$ cat src/rtl/dma_periph_fifo_responder.sv
// Peripheral-side DMA responder: Avalon-MM slave fronting an RX and a TX FIFO, plus a request/acknowledge FSM.
// Latency: DATA/STATUS read data returns 1 cycle after acceptance; request_o rises 1 cycle after its condition.
// Backpressure: waitrequest on DATA reads while RX is empty and on DATA writes while TX is full; rx_ready_o = RX not full.
module dma_periph_fifo_responder #(
  parameter int DATA_W     = 64,
  parameter int FIFO_DEPTH = 16,
  parameter int BURST_LEN  = 4
) (
  input  logic              clk_i,
  input  logic              rst_i,
  output logic              request_o,
  input  logic              acknowledge_i,
  input  logic              amm_address_i,
  input  logic              amm_read_i,
  input  logic              amm_write_i,
  input  logic [DATA_W-1:0] amm_writedata_i,
  output logic              amm_waitrequest_o,
  output logic [DATA_W-1:0] amm_readdata_o,
  output logic              amm_readdatavalid_o,
  input  logic [DATA_W-1:0] rx_data_i,
  input  logic              rx_valid_i,
  output logic              rx_ready_o,
  output logic [DATA_W-1:0] tx_data_o,
  output logic              tx_valid_o,
  input  logic              tx_ready_i
);

  localparam int PTR_W = $clog2(FIFO_DEPTH);
  localparam int LVL_W = $clog2(FIFO_DEPTH) + 1;
  localparam logic [LVL_W-1:0] DEPTH_LVL = LVL_W'(FIFO_DEPTH);
  localparam logic [LVL_W-1:0] BURST_LVL = LVL_W'(BURST_LEN);
  localparam logic [LVL_W-1:0] ONE_LVL   = LVL_W'(1);
  localparam logic [PTR_W-1:0] ONE_PTR   = PTR_W'(1);
  localparam logic DIR_RX = 1'b0;
  localparam logic DIR_TX = 1'b1;

  typedef enum logic [1:0] {
    S_IDLE    = 2'd0,
    S_REQ     = 2'd1,
    S_GRANT   = 2'd2,
    S_RELEASE = 2'd3
  } state_e;

  // ---------------------------------------------------------------------------
  // FIFO state
  // ---------------------------------------------------------------------------
  logic [DATA_W-1:0] rx_mem_q [FIFO_DEPTH];
  logic [DATA_W-1:0] tx_mem_q [FIFO_DEPTH];
  logic [PTR_W-1:0]  rx_wptr_q, rx_wptr_d, rx_rptr_q, rx_rptr_d;
  logic [PTR_W-1:0]  tx_wptr_q, tx_wptr_d, tx_rptr_q, tx_rptr_d;
  logic [LVL_W-1:0]  rx_level_q, rx_level_d;
  logic [LVL_W-1:0]  tx_level_q, tx_level_d;
  logic [LVL_W-1:0]  tx_free;

  logic rx_empty, rx_full, tx_empty, tx_full;
  logic rx_push, rx_pop, tx_push, tx_pop;

  // ---------------------------------------------------------------------------
  // Avalon command decode
  // ---------------------------------------------------------------------------
  logic waitreq;
  logic rd_acc, wr_acc;
  logic [DATA_W-1:0] status_word;
  logic [DATA_W-1:0] readdata_q, readdata_d;
  logic              readdatavalid_q, readdatavalid_d;

  // ---------------------------------------------------------------------------
  // Request FSM state
  // ---------------------------------------------------------------------------
  state_e           state_q, state_d;
  logic             dir_q, dir_d;
  logic [LVL_W-1:0] cnt_q, cnt_d;
  logic [LVL_W-1:0] cnt_inc;
  logic             rx_burst_ok, tx_burst_ok, burst_evt;

  assign rx_empty = (rx_level_q == '0);
  assign rx_full  = (rx_level_q == DEPTH_LVL);
  assign tx_empty = (tx_level_q == '0);
  assign tx_full  = (tx_level_q == DEPTH_LVL);
  assign tx_free  = DEPTH_LVL - tx_level_q;

  // Stall only DATA accesses that cannot complete; a read takes priority over a simultaneous write.
  always_comb begin
    waitreq = 1'b0;
    if (amm_read_i) begin
      waitreq = ~amm_address_i & rx_empty;
    end else if (amm_write_i) begin
      waitreq = ~amm_address_i & tx_full;
    end
  end

  assign rd_acc  = amm_read_i & ~waitreq;
  assign wr_acc  = amm_write_i & ~amm_read_i & ~waitreq;
  assign rx_pop  = rd_acc & ~amm_address_i;
  assign tx_push = wr_acc & ~amm_address_i;
  assign rx_push = rx_valid_i & ~rx_full;
  assign tx_pop  = ~tx_empty & tx_ready_i;

  assign status_word = {{(DATA_W - 2*LVL_W){1'b0}}, tx_free, rx_level_q};

  // RX FIFO pointer and level next-state; simultaneous push and pop leaves the level alone.
  always_comb begin
    rx_wptr_d  = rx_wptr_q;
    rx_rptr_d  = rx_rptr_q;
    rx_level_d = rx_level_q;
    if (rx_push) rx_wptr_d = rx_wptr_q + ONE_PTR;
    if (rx_pop)  rx_rptr_d = rx_rptr_q + ONE_PTR;
    case ({rx_push, rx_pop})
      2'b10:   rx_level_d = rx_level_q + ONE_LVL;
      2'b01:   rx_level_d = rx_level_q - ONE_LVL;
      default: rx_level_d = rx_level_q;
    endcase
  end

  // TX FIFO pointer and level next-state; simultaneous push and pop leaves the level alone.
  always_comb begin
    tx_wptr_d  = tx_wptr_q;
    tx_rptr_d  = tx_rptr_q;
    tx_level_d = tx_level_q;
    if (tx_push) tx_wptr_d = tx_wptr_q + ONE_PTR;
    if (tx_pop)  tx_rptr_d = tx_rptr_q + ONE_PTR;
    case ({tx_push, tx_pop})
      2'b10:   tx_level_d = tx_level_q + ONE_LVL;
      2'b01:   tx_level_d = tx_level_q - ONE_LVL;
      default: tx_level_d = tx_level_q;
    endcase
  end

  // FIFO storage writes; contents need no reset because the pointers define validity.
  always_ff @(posedge clk_i) begin
    if (rx_push) rx_mem_q[rx_wptr_q] <= rx_data_i;
    if (tx_push) tx_mem_q[tx_wptr_q] <= amm_writedata_i;
  end

  // FIFO pointer and level registers; reset discards any buffered words.
  always_ff @(posedge clk_i) begin
    if (rst_i) begin
      rx_wptr_q  <= '0;
      rx_rptr_q  <= '0;
      rx_level_q <= '0;
      tx_wptr_q  <= '0;
      tx_rptr_q  <= '0;
      tx_level_q <= '0;
    end else begin
      rx_wptr_q  <= rx_wptr_d;
      rx_rptr_q  <= rx_rptr_d;
      rx_level_q <= rx_level_d;
      tx_wptr_q  <= tx_wptr_d;
      tx_rptr_q  <= tx_rptr_d;
      tx_level_q <= tx_level_d;
    end
  end

  // Read response: data (or a status snapshot) captured at acceptance, presented one cycle later.
  always_comb begin
    readdata_d      = readdata_q;
    readdatavalid_d = rd_acc;
    if (rd_acc) begin
      readdata_d = amm_address_i ? status_word : rx_mem_q[rx_rptr_q];
    end
  end

  // Read response registers.
  always_ff @(posedge clk_i) begin
    if (rst_i) begin
      readdata_q      <= '0;
      readdatavalid_q <= 1'b0;
    end else begin
      readdata_q      <= readdata_d;
      readdatavalid_q <= readdatavalid_d;
    end
  end

  assign rx_burst_ok = (rx_level_q >= BURST_LVL);
  assign tx_burst_ok = (tx_free >= BURST_LVL);
  assign burst_evt   = (dir_q == DIR_TX) ? tx_push : rx_pop;
  assign cnt_inc     = cnt_q + ONE_LVL;

  // Request FSM next-state: RX has priority when both directions can take a full burst.
  always_comb begin
    state_d = state_q;
    dir_d   = dir_q;
    cnt_d   = cnt_q;
    case (state_q)
      S_IDLE: begin
        if (~acknowledge_i && (rx_burst_ok || tx_burst_ok)) begin
          state_d = S_REQ;
          dir_d   = rx_burst_ok ? DIR_RX : DIR_TX;
        end
      end
      S_REQ: begin
        if (acknowledge_i) begin
          state_d = S_GRANT;
          cnt_d   = '0;
        end
      end
      S_GRANT: begin
        if (burst_evt) begin
          cnt_d = cnt_inc;
          if (cnt_inc == BURST_LVL) state_d = S_RELEASE;
        end
      end
      S_RELEASE: begin
        if (~acknowledge_i) state_d = S_IDLE;
      end
      default: state_d = S_IDLE;
    endcase
  end

  // Request FSM registers.
  always_ff @(posedge clk_i) begin
    if (rst_i) begin
      state_q <= S_IDLE;
      dir_q   <= DIR_RX;
      cnt_q   <= '0;
    end else begin
      state_q <= state_d;
      dir_q   <= dir_d;
      cnt_q   <= cnt_d;
    end
  end

  assign request_o           = (state_q == S_REQ) || (state_q == S_GRANT);
  assign amm_waitrequest_o   = waitreq;
  assign amm_readdata_o      = readdata_q;
  assign amm_readdatavalid_o = readdatavalid_q;
  assign rx_ready_o          = ~rx_full;
  assign tx_data_o           = tx_mem_q[tx_rptr_q];
  assign tx_valid_o          = ~tx_empty;

endmodule

$ cat config.mk
export PLATFORM = sky130hd
export DESIGN_NAME = dma_periph_fifo_responder
export DESIGN_NICKNAME = d
export VERILOG_FILES = /design/src/rtl/dma_periph_fifo_responder.sv
export SDC_FILE = /design/constraint.sdc
export NUM_CORES = 2
export LEC_CHECK = 0
export ABC_AREA = 1
export CORE_MARGIN = 2
export CORE_UTILIZATION = 30
export CTS_CLUSTER_DIAMETER = 100
export CTS_CLUSTER_SIZE = 10
export DETAILED_ROUTE_END_ITERATION = 7
export PLACE_DENSITY = 0.48
export SYNTH_ARGS = -nofsm -noshare
export SYNTH_HDL_FRONTEND = slang
export SYNTH_SLANG_ARGS = --single-unit
export TNS_END_PERCENT = 10
$ cat constraint.sdc
create_clock -name clk_i -period 5.15 [get_ports clk_i]
set_input_delay 0.7725 -clock clk_i [delete_from_list [all_inputs] [get_ports clk_i]]
set_output_delay 0.7725 -clock clk_i [all_outputs]
set_load 0.01 [all_outputs]
==> flow_summary.yaml <==
sta:
  timing.fmax_ghz: 0.224
  tightestPinTransition_ns: 1.19
  fin_crit_sh: 0.867
  hold_violations: 0
  setup_slack_ns: 0.684
  drv_slew: 0
  skew_ns: 0.0683
  period_minus_slack_ns: 4.47
  rsz0062_at_grt: "false"
  setup_violations: 0
  fin_setup_tns_ns: 0
  max_slew_margin: 0.205
routing:
  drt_iter0_drc: 4089
  num_vias: 50200
  ant_nets: 0
  via_per_inst: 4.98
  met1_length_um: 104000
  met3_length_um: 12100
  route.detailed.drc: 0
  first_pass_iters: 5
  post_drt_wl_per_cell_um: 23.3
  route.met2.wl_um: 114000
  wirelength_um: 235000
  highest-signal-layer: "met5"
place:
  port_buffers: 268
  routabilityCongestion: 0.753
  dp_hpwl_um: 117000
  post-place-ws_ns: 0.910
  postPlaceCellArea_um2: 91800
global_routing:
  grt_pass1_vias: 49300
  antenna_found_initial: 48
  overflow: 0
  grt_max_degree: 246
  grt_usage: 0.159
  grt_pass1_wl_um: 342000
run_status:
  status: "completed"
finish:
  layout_commonest_cell: "edfxtp_1"
  fin_area_um2: 98500
  layout_common_cells: "2,048 x edfxtp_1, 854 x o21ai_0, 539 x nor2_1"
  area_growth_pct: 16.4
  fill_cells: 26900
  drive_gt1_frac: 0.0692
  nets: 6387
yosys:
  syn_area_per_cell_um2: 14.1
  yosysWarnings: 0
  syn-cell-area_um2: 84600
  synth-edff-count: 2048
  seq_area_frac_synth: 0.752
  synthTopCellsByArea: "edfxtp_1 73%, o21ai_0 5.1%, mux2i_1 3.2%"
  synth_nets: 6180
  syn_inst: 6019
  ys_ff_latch: 2155
  synth_top_area_cell: "edfxtp_1"
  synthArstFlopShare: 0
  synth-main-ff-cell: "edfxtp_1"
  synthDistinctLibCells: 41
  synth.top_cell.area_share: 0.727
floorplanning:
  floorplan.initialDensity: 0.302
  std_cell_rows: 194
  die_h_um: 535
  coreArea_um2: 280000
  ios: 269
  die_x_um: 535
  dieArea_um2: 286000
setup_path:
  cp_cell_sequence: "buf_4 -> a21oi_1 -> o21ai_0 -> o21ai_0 -> o211ai_1 -> nand2_1 -> clkdlybuf4s50_1"
  crit_arrival_ns: 3.69
  worstPathRequired_ns: 4.38
  crit_family: "buffers and inverters"
  worst-path-buf-inv: 2
  cp-start-kind: "flop"
  crit_fanout: 70
  worst_path_max_delay_cell: "buf_4"
  slowest_delay_ns: 0.81
  critical_path.most_common_cell: "o21ai_0"
  path_class: "reg -> out"
  worst_setup_path_end_kind: "output port"
clock_network:
  cts.sinks: 2155
  hold_buffers: 0
  post_cts_buffers: 0
  tritoncts: "built"
  root_buffer: "clkbuf_16"
  h-tree-depth: 4
  cts_max_path_buffers: 4
  clk_latency_ns: 0.89
  ctsResizeCount: 0
  cts_buffers: 239
  clk_pin_slew_ns: 0.06
worst_hold_path:
  hold_class: "in -> reg"
pwr:
  power_w: 0.0438
  ir_drop_uv: 340
  p_leak_nw: 31.2
  power_density_nw_per_um2: 444
flow_run:
  max_cap_violations: 0
==> registers in the layout, indices dropped and copies added, names as in the netlist, named ones only <==
| name | flops |
|---|---|
| state_q | 2 |
| tx_mem_q | 1024 |
| amm_readdata_o | 64 |
| rx_rptr_q | 4 |
| tx_wptr_q | 4 |
| rx_mem_q | 1024 |
| rx_wptr_q | 4 |
| tx_level_q | 5 |
| amm_readdatavalid_o | 1 |
| tx_rptr_q | 4 |
| cnt_q | 5 |
| dir_q | 1 |
| rx_level_q | 5 |
==> synthesized netlist by cell type, types with 17 or more instances <==
cell,number
nand3_1,151
edfxtp_1,2048
o22ai_1,64
o211ai_1,329
o221ai_1,183
o21ai_0,854
clkbuf_1,263
a21oi_1,353
mux2i_1,268
buf_6,17
nand2_1,286
buf_1,17
ha_1,25
nor2_1,571
inv_1,305
buf_2,102
dfxtp_1,107
==> layer usage <==
layer,vias up,GRT usage
met5,-,0
met4,36,0.0419
met3,358,0.0263
met2,1198,0.266
met1,25600,0.213
li1,23100,-
==> path summary, 6_finish.rpt <==
check	from	end	slack [ns]	cells past startpoint
min	rst_i	amm_readdatavalid_o$_SDFF_PP0_	0.34	2
min reg2reg	amm_readdata_o[24]$_SDFFE_PP0N_	amm_readdata_o[24]$_SDFFE_PP0N_	0.46	2
max reg2reg	tx_level_q[0]$_SDFFE_PP0P_	tx_mem_q[10][5]$_DFFE_PP_	1.68	11
max	flop	tx_data_o[25]	0.68	7
==> through the flow <==
stage | util | hold slack (ns) | std cells
3_5_place_dp | 0.328 | 0.457 | 9709
4_1_cts | 0.352 | 0.275 | 10100
6_report | 0.352 | 0.336 | 10100
2_1_floorplan | - | 0.455 | 6019
3_3_place_gp | 0.328 | 0.454 | 9709
5_1_grt | 0.352 | 0.327 | 10100
==> cells by family (layout without fill, tap and decap cells) <==
logic type | after synthesis | in the layout | share of synthesized area
AO/OA/AOI/OAI | 1798 | 1798 | 0.126
adder cells (fa/ha/maj) | 25 | 25 | 0.00370
other | 0 | 13 | 0
XOR/XNOR | 13 | 13 | 0.00135
flip-flops | 2155 | 2155 | 0.752
multiplexers | 268 | 268 | 0.0317
buffers and inverters | 732 | 1055 | 0.0365
AND/OR/NAND/NOR | 1028 | 1028 | 0.0490
==> area by class of cell <==
cell class,count,area (um2),share of cell area
diodes,13,32.5,0.000330
inverters,314,1220,0.0124
multi-input cells,3132,18100,0.184
repair buffers,384,4140,0.0420
flip-flops and latches,2155,63700,0.646
clock inverters,14,219,0.00222
clock buffers,343,6430,0.0653
well taps,3724,4660,0.0473
==> worst register-to-register path: stages, from the launching register on <==
cell	delay, ns
dfxtp_1	0.42
inv_1	0.12
ha_1	0.23
nand2_1	0.07
nor2_1	0.05
ha_1	0.21
inv_1	0.11
nand4_4	0.17
inv_1	0.28
nand2_1	0.30
nor2_4	0.74
buf_4	0.39
==> power by group <==
| group | total (W) | switching [W] | leakage, nW | internal (W) |
|---|---|---|---|---|
| Clock | 0.0153 | 0.00665 | 3.20 | 0.00862 |
| Combinational | 0.00853 | 0.00546 | 8.62 | 0.00307 |
| Sequential | 0.0200 | 0.000332 | 19.3 | 0.0196 |
| Total | 0.0438 | 0.0124 | 31.2 | 0.0313 |
No activity file was read; power rests on OpenSTA's default activity.
